**src/rtl/icache_pkg.sv**
```systemverilog
// Shared types and width helpers for the instruction-cache refill controller.
// Imported by the controller top and the line assembler.
package icache_pkg;

    typedef enum logic [2:0] {
        IDLE,
        REQUEST,
        REFILL,
        WRITE,
        FLUSH
    } cacheState;

    localparam int unsigned BYTE_BITS = 8;

    // Address-field width; a single-entry field occupies no bits.
    function automatic int unsigned log2_width(input int unsigned n);
        return (n <= 1) ? 0 : $clog2(n);
    endfunction

    // Width of a select signal; kept at least one bit so ports stay legal.
    function automatic int unsigned min1_width(input int unsigned n);
        return (n <= 1) ? 1 : $clog2(n);
    endfunction

    // LSB position of a given beat inside an assembled line.
    function automatic int unsigned beat_lsb(input int unsigned beat,
                                             input int unsigned data_width);
        return beat * data_width;
    endfunction

endpackage

```
**src/rtl/icache_line_assembler.sv**
```systemverilog
// Collects memory response beats into one cache line, lowest beat first.
// Counter restarts on clear so every refill starts at beat 0.
module icache_line_assembler
    import icache_pkg::*;
#(
    parameter int unsigned BEATS      = 2,
    parameter int unsigned DATA_WIDTH = 32,
    localparam int unsigned LINE_W    = BEATS * DATA_WIDTH,
    localparam int unsigned CNT_W     = min1_width(BEATS)
) (
    input  logic                  clk,
    input  logic                  reset,
    input  logic                  clear,
    input  logic                  beat_valid,
    input  logic [DATA_WIDTH-1:0] beat_data,
    output logic [LINE_W-1:0]     line,
    output logic                  last_beat
);

    logic [CNT_W-1:0]  count_q;
    logic [LINE_W-1:0] line_q;

    assign last_beat = (count_q == CNT_W'(BEATS - 1));
    assign line      = line_q;

    always_ff @(posedge clk) begin
        if (!reset) begin
            count_q <= '0;
            line_q  <= '0;
        end else if (clear) begin
            count_q <= '0;
        end else if (beat_valid) begin
            for (int k = 0; k < BEATS; k++) begin
                if (count_q == CNT_W'(k)) begin
                    line_q[beat_lsb(k, DATA_WIDTH) +: DATA_WIDTH] <= beat_data;
                end
            end
            count_q <= last_beat ? '0 : count_q + CNT_W'(1);
        end
    end

endmodule

```
**src/rtl/icache_refill_controller.sv**
```systemverilog
// Set-associative I-cache miss handler: multi-beat line refill, per-set round-robin
// victim choice and a full invalidate walk; stalls IF while either is outstanding.
module icache_refill_controller
    import icache_pkg::*;
#(
    parameter int unsigned ADDR_WIDTH = 32,
    parameter int unsigned DATA_WIDTH = 32,
    parameter int unsigned BEATS      = 2,
    parameter int unsigned NUM_SETS   = 16,
    parameter int unsigned WAYS       = 2,
    localparam int unsigned OFFSET_W  = log2_width(BEATS * DATA_WIDTH / BYTE_BITS),
    localparam int unsigned INDEX_W   = log2_width(NUM_SETS),
    localparam int unsigned TAG_W     = ADDR_WIDTH - INDEX_W - OFFSET_W,
    localparam int unsigned WAY_W     = min1_width(WAYS),
    localparam int unsigned LINE_W    = BEATS * DATA_WIDTH
) (
    input  logic                  clk,
    input  logic                  reset,
    input  logic                  cacheHit,
    input  logic [ADDR_WIDTH-1:0] pcAddress,
    input  logic                  flushRequest,
    output logic                  pcStallCache,
    output logic                  ifidCacheClear,
    output logic                  flushBusy,
    output logic                  memReqValid,
    input  logic                  memReqReady,
    output logic [ADDR_WIDTH-1:0] memReqAddress,
    input  logic                  memRespValid,
    input  logic [DATA_WIDTH-1:0] memRespData,
    output logic                  writeCache,
    output logic [INDEX_W-1:0]    writeIndex,
    output logic [WAY_W-1:0]      writeWay,
    output logic [TAG_W-1:0]      writeTag,
    output logic [LINE_W-1:0]     writeLine,
    output logic                  writeValid
);

    localparam logic [ADDR_WIDTH-1:0] OFFSET_MASK = ADDR_WIDTH'((64'd1 << OFFSET_W) - 64'd1);

    cacheState             state_q, state_d;
    logic [ADDR_WIDTH-1:0] saved_addr_q;
    logic                  flush_pending_q;
    logic [WAY_W-1:0]      victim_q [NUM_SETS];
    logic [INDEX_W-1:0]    flush_set_q;
    logic [WAY_W-1:0]      flush_way_q;

    logic [INDEX_W-1:0] saved_index;
    logic [TAG_W-1:0]   saved_tag;
    logic               req_fire;
    logic               beat_fire;
    logic               last_beat;
    logic               flush_go;
    logic               flush_last;
    logic               way_wrap;
    logic [LINE_W-1:0]  assembled_line;

    assign saved_index = saved_addr_q[OFFSET_W +: INDEX_W];
    assign saved_tag   = saved_addr_q[ADDR_WIDTH-1 -: TAG_W];
    assign req_fire    = (state_q == REQUEST) && memReqReady;
    assign beat_fire   = (state_q == REFILL) && memRespValid;
    assign flush_go    = flushRequest || flush_pending_q;
    assign way_wrap    = (flush_way_q == WAY_W'(WAYS - 1));
    assign flush_last  = (flush_set_q == INDEX_W'(NUM_SETS - 1)) && way_wrap;

    icache_line_assembler #(
        .BEATS      (BEATS),
        .DATA_WIDTH (DATA_WIDTH)
    ) u_line_assembler (
        .clk        (clk),
        .reset      (reset),
        .clear      (req_fire),
        .beat_valid (beat_fire),
        .beat_data  (memRespData),
        .line       (assembled_line),
        .last_beat  (last_beat)
    );

    always_comb begin
        state_d        = state_q;
        pcStallCache   = 1'b0;
        ifidCacheClear = 1'b0;
        flushBusy      = 1'b0;
        memReqValid    = 1'b0;
        memReqAddress  = '0;
        writeCache     = 1'b0;
        writeIndex     = '0;
        writeWay       = '0;
        writeTag       = '0;
        writeLine      = '0;
        writeValid     = 1'b0;

        unique case (state_q)
            IDLE: begin
                // A pending or fresh flush wins over a concurrent miss.
                if (flush_go) begin
                    pcStallCache   = 1'b1;
                    ifidCacheClear = 1'b1;
                    state_d        = FLUSH;
                end else if (!cacheHit) begin
                    pcStallCache   = 1'b1;
                    ifidCacheClear = 1'b1;
                    state_d        = REQUEST;
                end
            end
            REQUEST: begin
                pcStallCache   = 1'b1;
                ifidCacheClear = 1'b1;
                memReqValid    = 1'b1;
                memReqAddress  = saved_addr_q & ~OFFSET_MASK;
                if (memReqReady) begin
                    state_d = REFILL;
                end
            end
            REFILL: begin
                pcStallCache   = 1'b1;
                ifidCacheClear = 1'b1;
                if (beat_fire && last_beat) begin
                    state_d = WRITE;
                end
            end
            WRITE: begin
                // Stall drops here so the refetch lands on the freshly written line.
                writeCache = 1'b1;
                writeValid = 1'b1;
                writeIndex = saved_index;
                writeTag   = saved_tag;
                writeWay   = victim_q[saved_index];
                writeLine  = assembled_line;
                state_d    = IDLE;
            end
            FLUSH: begin
                pcStallCache   = 1'b1;
                ifidCacheClear = 1'b1;
                flushBusy      = 1'b1;
                writeCache     = 1'b1;
                writeIndex     = flush_set_q;
                writeWay       = flush_way_q;
                if (flush_last) begin
                    state_d = IDLE;
                end
            end
            default: state_d = IDLE;
        endcase
    end

    always_ff @(posedge clk) begin
        if (!reset) begin
            state_q         <= IDLE;
            saved_addr_q    <= '0;
            flush_pending_q <= 1'b0;
            flush_set_q     <= '0;
            flush_way_q     <= '0;
            for (int s = 0; s < NUM_SETS; s++) begin
                victim_q[s] <= '0;
            end
        end else begin
            state_q <= state_d;

            if ((state_q == IDLE) && !flush_go && !cacheHit) begin
                saved_addr_q <= pcAddress;
            end

            if ((state_q == FLUSH) && flush_last) begin
                flush_pending_q <= 1'b0;
            end else if (flushRequest &&
                         ((state_q == REQUEST) || (state_q == REFILL) || (state_q == WRITE))) begin
                flush_pending_q <= 1'b1;
            end

            if (state_q == WRITE) begin
                victim_q[saved_index] <= (victim_q[saved_index] == WAY_W'(WAYS - 1)) ?
                                         '0 : victim_q[saved_index] + WAY_W'(1);
            end else if ((state_q == FLUSH) && flush_last) begin
                for (int s = 0; s < NUM_SETS; s++) begin
                    victim_q[s] <= '0;
                end
            end

            // Walk counters wrap back to zero on the final entry.
            if (state_q == FLUSH) begin
                if (way_wrap) begin
                    flush_way_q <= '0;
                    flush_set_q <= flush_set_q + INDEX_W'(1);
                end else begin
                    flush_way_q <= flush_way_q + WAY_W'(1);
                end
            end
        end
    end

endmodule

```
**config.mk**
```make
export PLATFORM = sky130hd
export DESIGN_NAME = icache_refill_controller
export DESIGN_NICKNAME = d
export VERILOG_FILES = /design/src/rtl/icache_pkg.sv /design/src/rtl/icache_line_assembler.sv /design/src/rtl/icache_refill_controller.sv
export SDC_FILE = /design/constraint.sdc
export NUM_CORES = 1
export LEC_CHECK = 0
export CORE_MARGIN = 1.5
export CORE_UTILIZATION = 30
export CTS_CLUSTER_SIZE = 16
export DETAILED_ROUTE_END_ITERATION = 16
export DONT_BUFFER_PORTS = 1
export GPL_ROUTABILITY_DRIVEN = 0
export HOLD_SLACK_MARGIN = 0.05
export PLACE_DENSITY = 0.45
export REMOVE_ABC_BUFFERS = 1
export SETUP_SLACK_MARGIN = 0.02
export SLEW_MARGIN = 10
export SYNTH_ARGS = -nofsm -noshare
export SYNTH_HDL_FRONTEND = slang
export SYNTH_HIERARCHICAL = 1
export SYNTH_SLANG_ARGS = --single-unit
```
**constraint.sdc**
```tcl
create_clock -name clk -period 2.44 [get_ports clk]
set_input_delay 0.61 -clock clk [delete_from_list [all_inputs] [get_ports clk]]
set_output_delay 0.61 -clock clk [all_outputs]
set_load 0.02 [all_outputs]
```
=== After elaboration in Yosys (flattened, before gate mapping) ===
Memory sizes are Yosys's and may differ from the RTL's. A register that Yosys moved wholly into a read port is not among the register bits.
Cells that the tools add are included.

* Bits in registers: 106
* Bits in writable memories: 16
* Input port bits: 70
* Output and inout bits: 132
* Logic and storage cells: 113
* Memories: 1

{| class="wikitable"
|+ Memories
! memory !! words !! width !! read ports !! clocked after memory_dff !! write ports !! RTL line !! text
|-
| victim_q || 16 || 1 || 1 || 1 || 16 || icache_refill_controller.sv:43 || <nowiki>logic [WAY_W-1:0] victim_q [NUM_SETS];</nowiki>
|}

* Add/sub/neg operators: 4
* Equality and inequality tests: 9
* Multiplexer cells: 49
* Bitwise operators: 19
* Reduce and logical (&&, ||, !) cells: 23

{| class="wikitable"
|+ Operator list
! cell !! count
|-
| $mux W64 || 1
|-
| $mux W1 || 34
|-
| $mux W32 || 1
|-
| $mux W25 || 1
|-
| $or A1 B1 Y1 || 16
|-
| $mux W3 || 5
|-
| $mux W4 || 3
|-
| $pmux W3 S4 || 1
|-
| $logic_and A1 B1 Y1 || 8
|-
| $pmux W4 S2 || 1
|-
| $eq A3 B2 Y1 const B || 2
|-
| $reduce_and A3 Y1 || 2
|-
| $reduce_or A2 Y1 || 3
|-
| $add A4 B1 Y4 const B || 1
|-
| $eq A4 B4 Y1 const B || 1
|-
| $ne A2 B2 Y1 const B || 2
|-
| $pmux W1 S2 || 2
|-
| $reduce_and A4 Y1 || 1
|-
| $add A1 B1 Y1 const B || 3
|-
| $eq A3 B1 Y1 const B || 1
|-
| $eq A3 B3 Y1 const B || 1
|-
| $logic_not A3 Y1 || 1
|-
| $logic_or A1 B1 Y1 || 3
|-
| $ne A3 B3 Y1 const B || 1
|-
| 6 further kinds || 9
|}

=== Logic depth before layout (Yosys ltp) ===
* Depth after elaboration: 9
* Mapped depth: 9
* Gate-level depth less buffers: 5

=== By module ===
The synthesis kept the hierarchy.

{| class="wikitable"
|+ Modules (own cells, without submodules)
! module !! times used !! cells an instance !! area each (µm²) !! sequential area each (µm²)
|-
| icache_refill_controller || 1 || 416 || 3389.5 || 1231.2
|-
| icache_line_assembler || 1 || 248 || 2524.9 || 1301.2
|}

=== Worst setup path before layout ===
No wires, ideal clock.

* Path kind: register -> output
* Start point: reg (tool-made name)
* End point: out writeWay
* Arrival: 1.726 ns
* Data required time: 1.830 ns
* Path slack: 0.104 ns
* Stages on the path, launching flop included: 6
* Buffers on the path: 1
* Cells stage by stage: dfxtp_1 mux2_4 a222oi_1 a32oi_2 buf_6 a22o_1

{| class="wikitable"
|+ RTL lines
! element !! RTL line !! text
|-
| end, declared || icache_refill_controller.sv:32 || <nowiki>output logic [WAY_W-1:0] writeWay,</nowiki>
|}

==> summary.md <==
| Metric | Value |
|---|---|
| Clock Skews | roughly 0.009 ns |
| Cell family with most CP delay | compound AO/OA/AOI/OAI gates |
| CTS tree | yes |
| Finished Core Util | roughly a third |
| Vias post-DR | approximately 4.4k |
| Initial antenna violation count | 2 |
| Routed WL | between 10000 and 15000 um |
| Critical path data required time | between 1.5 and 2 ns |
| Nature of the critical path endpoint | output port |
| Cell Pwr Density | approximately 760 nW/um^2 |
| GRT Util Overall | around 14% |
| Dpl cells | between 800 and 900 |
| WHS Path Cells | 2 |
| Slowest CP cell | dfxtp_4 |
| Startpoint Class | flop |
| Number of global-route vias before repair | about 4.4k |
| DRC Markers | 0 |
| Wire per inst | 15.67 um |
| Deepest clock path buffer count | 2 |
| Yosys warnings | 6 |
| Hold Crit Class | input pin to flop |
| Max-cap violations | 0 |
| Final worst path period share | 104.0% |
| Setup ws final | -0.09651 ns |
| Min-delay src | reset |
| Starting Density | between 30% and 40% |
| Clk root buf | clkbuf_16 |
| Internal | 3738 uW |
| Total grt overflow | 0 |
| I/O Buffers | 0 |
| Synth Instances | 664 |
| CTS H-Tree Depth | 4 |
| Slowest stage delay, CP | ~0.39 ns |
| Fill cell count | 2034 |
| Die height | roughly 140 um |
| Core Box Area | 19400 sq um |
| Switching part of the total | between 20% and 30% |
| Nets | ~720 |
| I/O pin count | 202 |
| Seq/Total Area, Yosys | a little over two fifths |
| Initial DRC Count | around 180 |
| Worst path buffer plus inverter count | 0 |
| Static Leak | about 0.0026 uW |
| Worst Hold End | u_line_assembler/line[20] |
| Async S/R FF share, synth | 0% |
| Status | complete, but fails checks |
| Die area | between 20000 and 25000 sq um |
| Cts bufs inserted | 17 |
| First-pass GRT wire length | approximately 23000 um |
| CTS Hold Bufs | 0 |
| Clock transition at path regs | roughly 0.060 ns |
| Largest net degree at the start of global routing | 141 |
| Primary FF master, synth | dfxtp_1 |
| Max Freq | 394.2 MHz |
| Setup violations, final | 1 |
| Cell Count, Final, Fillers Out | between 900 and 1k |
| Rel. slew slack | ~59% |
| Share of power burned in registers | around 43% |
| Antenna Cells | 0 |
| Max rail drop VDD | about 400 uV |
| Flops & latches, synth | 123 |
| EDFF count, synth | 7 |
| Leading area contributor after synthesis | dfxtp_1 |
| Crit-path max FO | 6 |
| Worst slew pin tran | ~0.6 ns |
| Unrepaired setup endpoints after global routing | yes |
| Post-synth design cell area | 5914 sq um |
| HPWL Detailed | between 9000 and 10000 um |
| Vias per std cell | 4.784 |
| Setup TNS | -0.09651 ns |
| DRT Pass-1 Iters | 4 |
| CP Class | flop to output port |
| Worst-case reg-to-reg path depth | 7 |
| Clk_lat worst skew | 0.41 ns |
| Clock sink count | 123 |
| Worst hold slack | 0.3438 ns |
| FF-to-FF setup slack | 0.41 ns |
| Antenna Nets Post-Route | 0 |
| Synth area leaders | dfxtp_1 39%, and2_1 13%, mux2i_1 11% |
| Hold Vio Cnt, Final | 0 |
| CP Data Arrival Time | just under 2 ns |
| Crit path cell chain | mux2_2 -> a222oi_1 -> a32oi_2 -> a22o_4 |
| Layout cells sized above 1 | approximately 18% |
| Mean Syn Cell Area | around 9 sq um |
| Row cnt | about 50 |
| Die width | 143.4 um |
| Area grow syn2layout | 15.08% |
| Number of distinct library cells after synthesis | 46 |
| Psw | 1426 uW |
| Top cell type's share of synthesized area | between 30 and 40% |
| Clk pwr share | around 48% |
| Gate power share | about a tenth |
| RR Endpoint | u_line_assembler/line[50] |
| Failing checks | negative setup slack |
| Reg-to-Reg Start | state_q[0] |
| Tmin final | around 2.5 ns |
| Pins Over Slew Limit | 0 |
layer usage:
layer,vias to the layer above,share of wire (%),global-route usage [%],wire length [um]
li1,2162,-,-,-
met1,2094,44,17.02,6318
met2,163,47,23.18,6820
met3,11,8.5,5.365,1236
met4,0,0.91,5.156,132
met5,-,0,0,0
cells by family after synthesis:
kind of cell	synth area share [%]
fa+ha+maj	0.2115
xor+xnor	0.5923
mux	12.59
buf+inv	6.262
simple gates	27.59
flops	42.82
compound gates	9.879
other cells	0.06340
what timing repair did:
| action | 4_1_cts | 5_1_grt |
|---|---|---|
| resized for setup | 46 | 11 |
| setup buffers | 3 | 1 |
| endpoints found under the setup margin | 119 | 71 |
| pin swaps | 4 | 4 |
| cloned | 1 | 0 |
worst max path at each step:
stage | cells after the start | slack (ns) | startpoint | end
after CTS | 4 | -0.16 | flop | writeWay
final | 4 | -0.1 | flop | writeWay
after floorplan | 5 | -0.92 | state_q[0] | u_line_assembler/line[32]
after global placement | 4 | 0.16 | flop | writeWay
after global routing | 4 | -0.19 | flop | writeWay
after detailed placement | 4 | 0.17 | flop | writeWay
sequential cells by signal, summed over array words and instances, names as in the netlist, named ones only:
register,count
u_line_assembler/last_beat,1
state_q,3
saved_addr_q,29
victim_q,16
flush_set_q,4
u_line_assembler/line,64
flush_way_q,1
flush_pending_q,1
per-stage QoR:
step                      total power (uW)  setup slack (ns)  cell area, sq um
after global routing                  5405           -0.1901              6807
after detailed placement              2723            0.1672              6072
after CTS                             5248           -0.1554              6773
after global placement                2707            0.1570              6072
after floorplan                       2549           -0.9213              5563
final                                 5164          -0.09651              6807
cell usage in the layout, fill, tap and decap left out, types with 5 or more instances in the layout:
master | netlist | routed
and2_2 | 0 | 44
nand3_1 | 7 | 7
nor3_1 | 9 | 8
dfxtp_1 | 116 | 112
mux2_2 | 7 | 6
clkbuf_16 | 0 | 17
nor2_1 | 5 | 5
a21boi_0 | 32 | 32
o21ai_0 | 11 | 11
buf_12 | 3 | 5
and2_1 | 124 | 80
o211ai_1 | 6 | 6
edfxtp_1 | 7 | 7
inv_6 | 0 | 8
mux2i_1 | 65 | 65
buf_4 | 4 | 14
nand2_1 | 159 | 159
power groups by stage:
| stage | Combinational, uW | Sequential [uW] | Clock, uW |
|---|---|---|---|
| CTS | 494 | 2200 | 2560 |
| detailed placement | 482 | 2240 | 0 |
| global placement | 471 | 2240 | 0 |
| finish | 491 | 2200 | 2470 |
| global route | 551 | 2210 | 2640 |
| floorplan | 336 | 2210 | 0 |
cells in the mapped netlist, drive strengths merged, types with 7 or more instances:
cell type and n:
nand2 159, and2 124, dfxtp 116, mux2i 65, a21boi 32, buf 29
clkbuf 28, o21ai 11, nor3 9, mux2 8, edfxtp 7, nand3 7
area by class of cell:
cell class / count / area, sq um / share of cell area [%]
clock buffers: 17 / 425.4 / 6.250
clock inverters: 15 / 151.4 / 2.224
inverters: 3 / 11.26 / 0.1654
multi-input cells: 483 / 3109 / 45.68
flip-flops and latches: 123 / 2545 / 37.39
well taps: 265 / 331.6 / 4.871
repair buffers: 20 / 232.7 / 3.419
(Power assumes the default switching activity.)
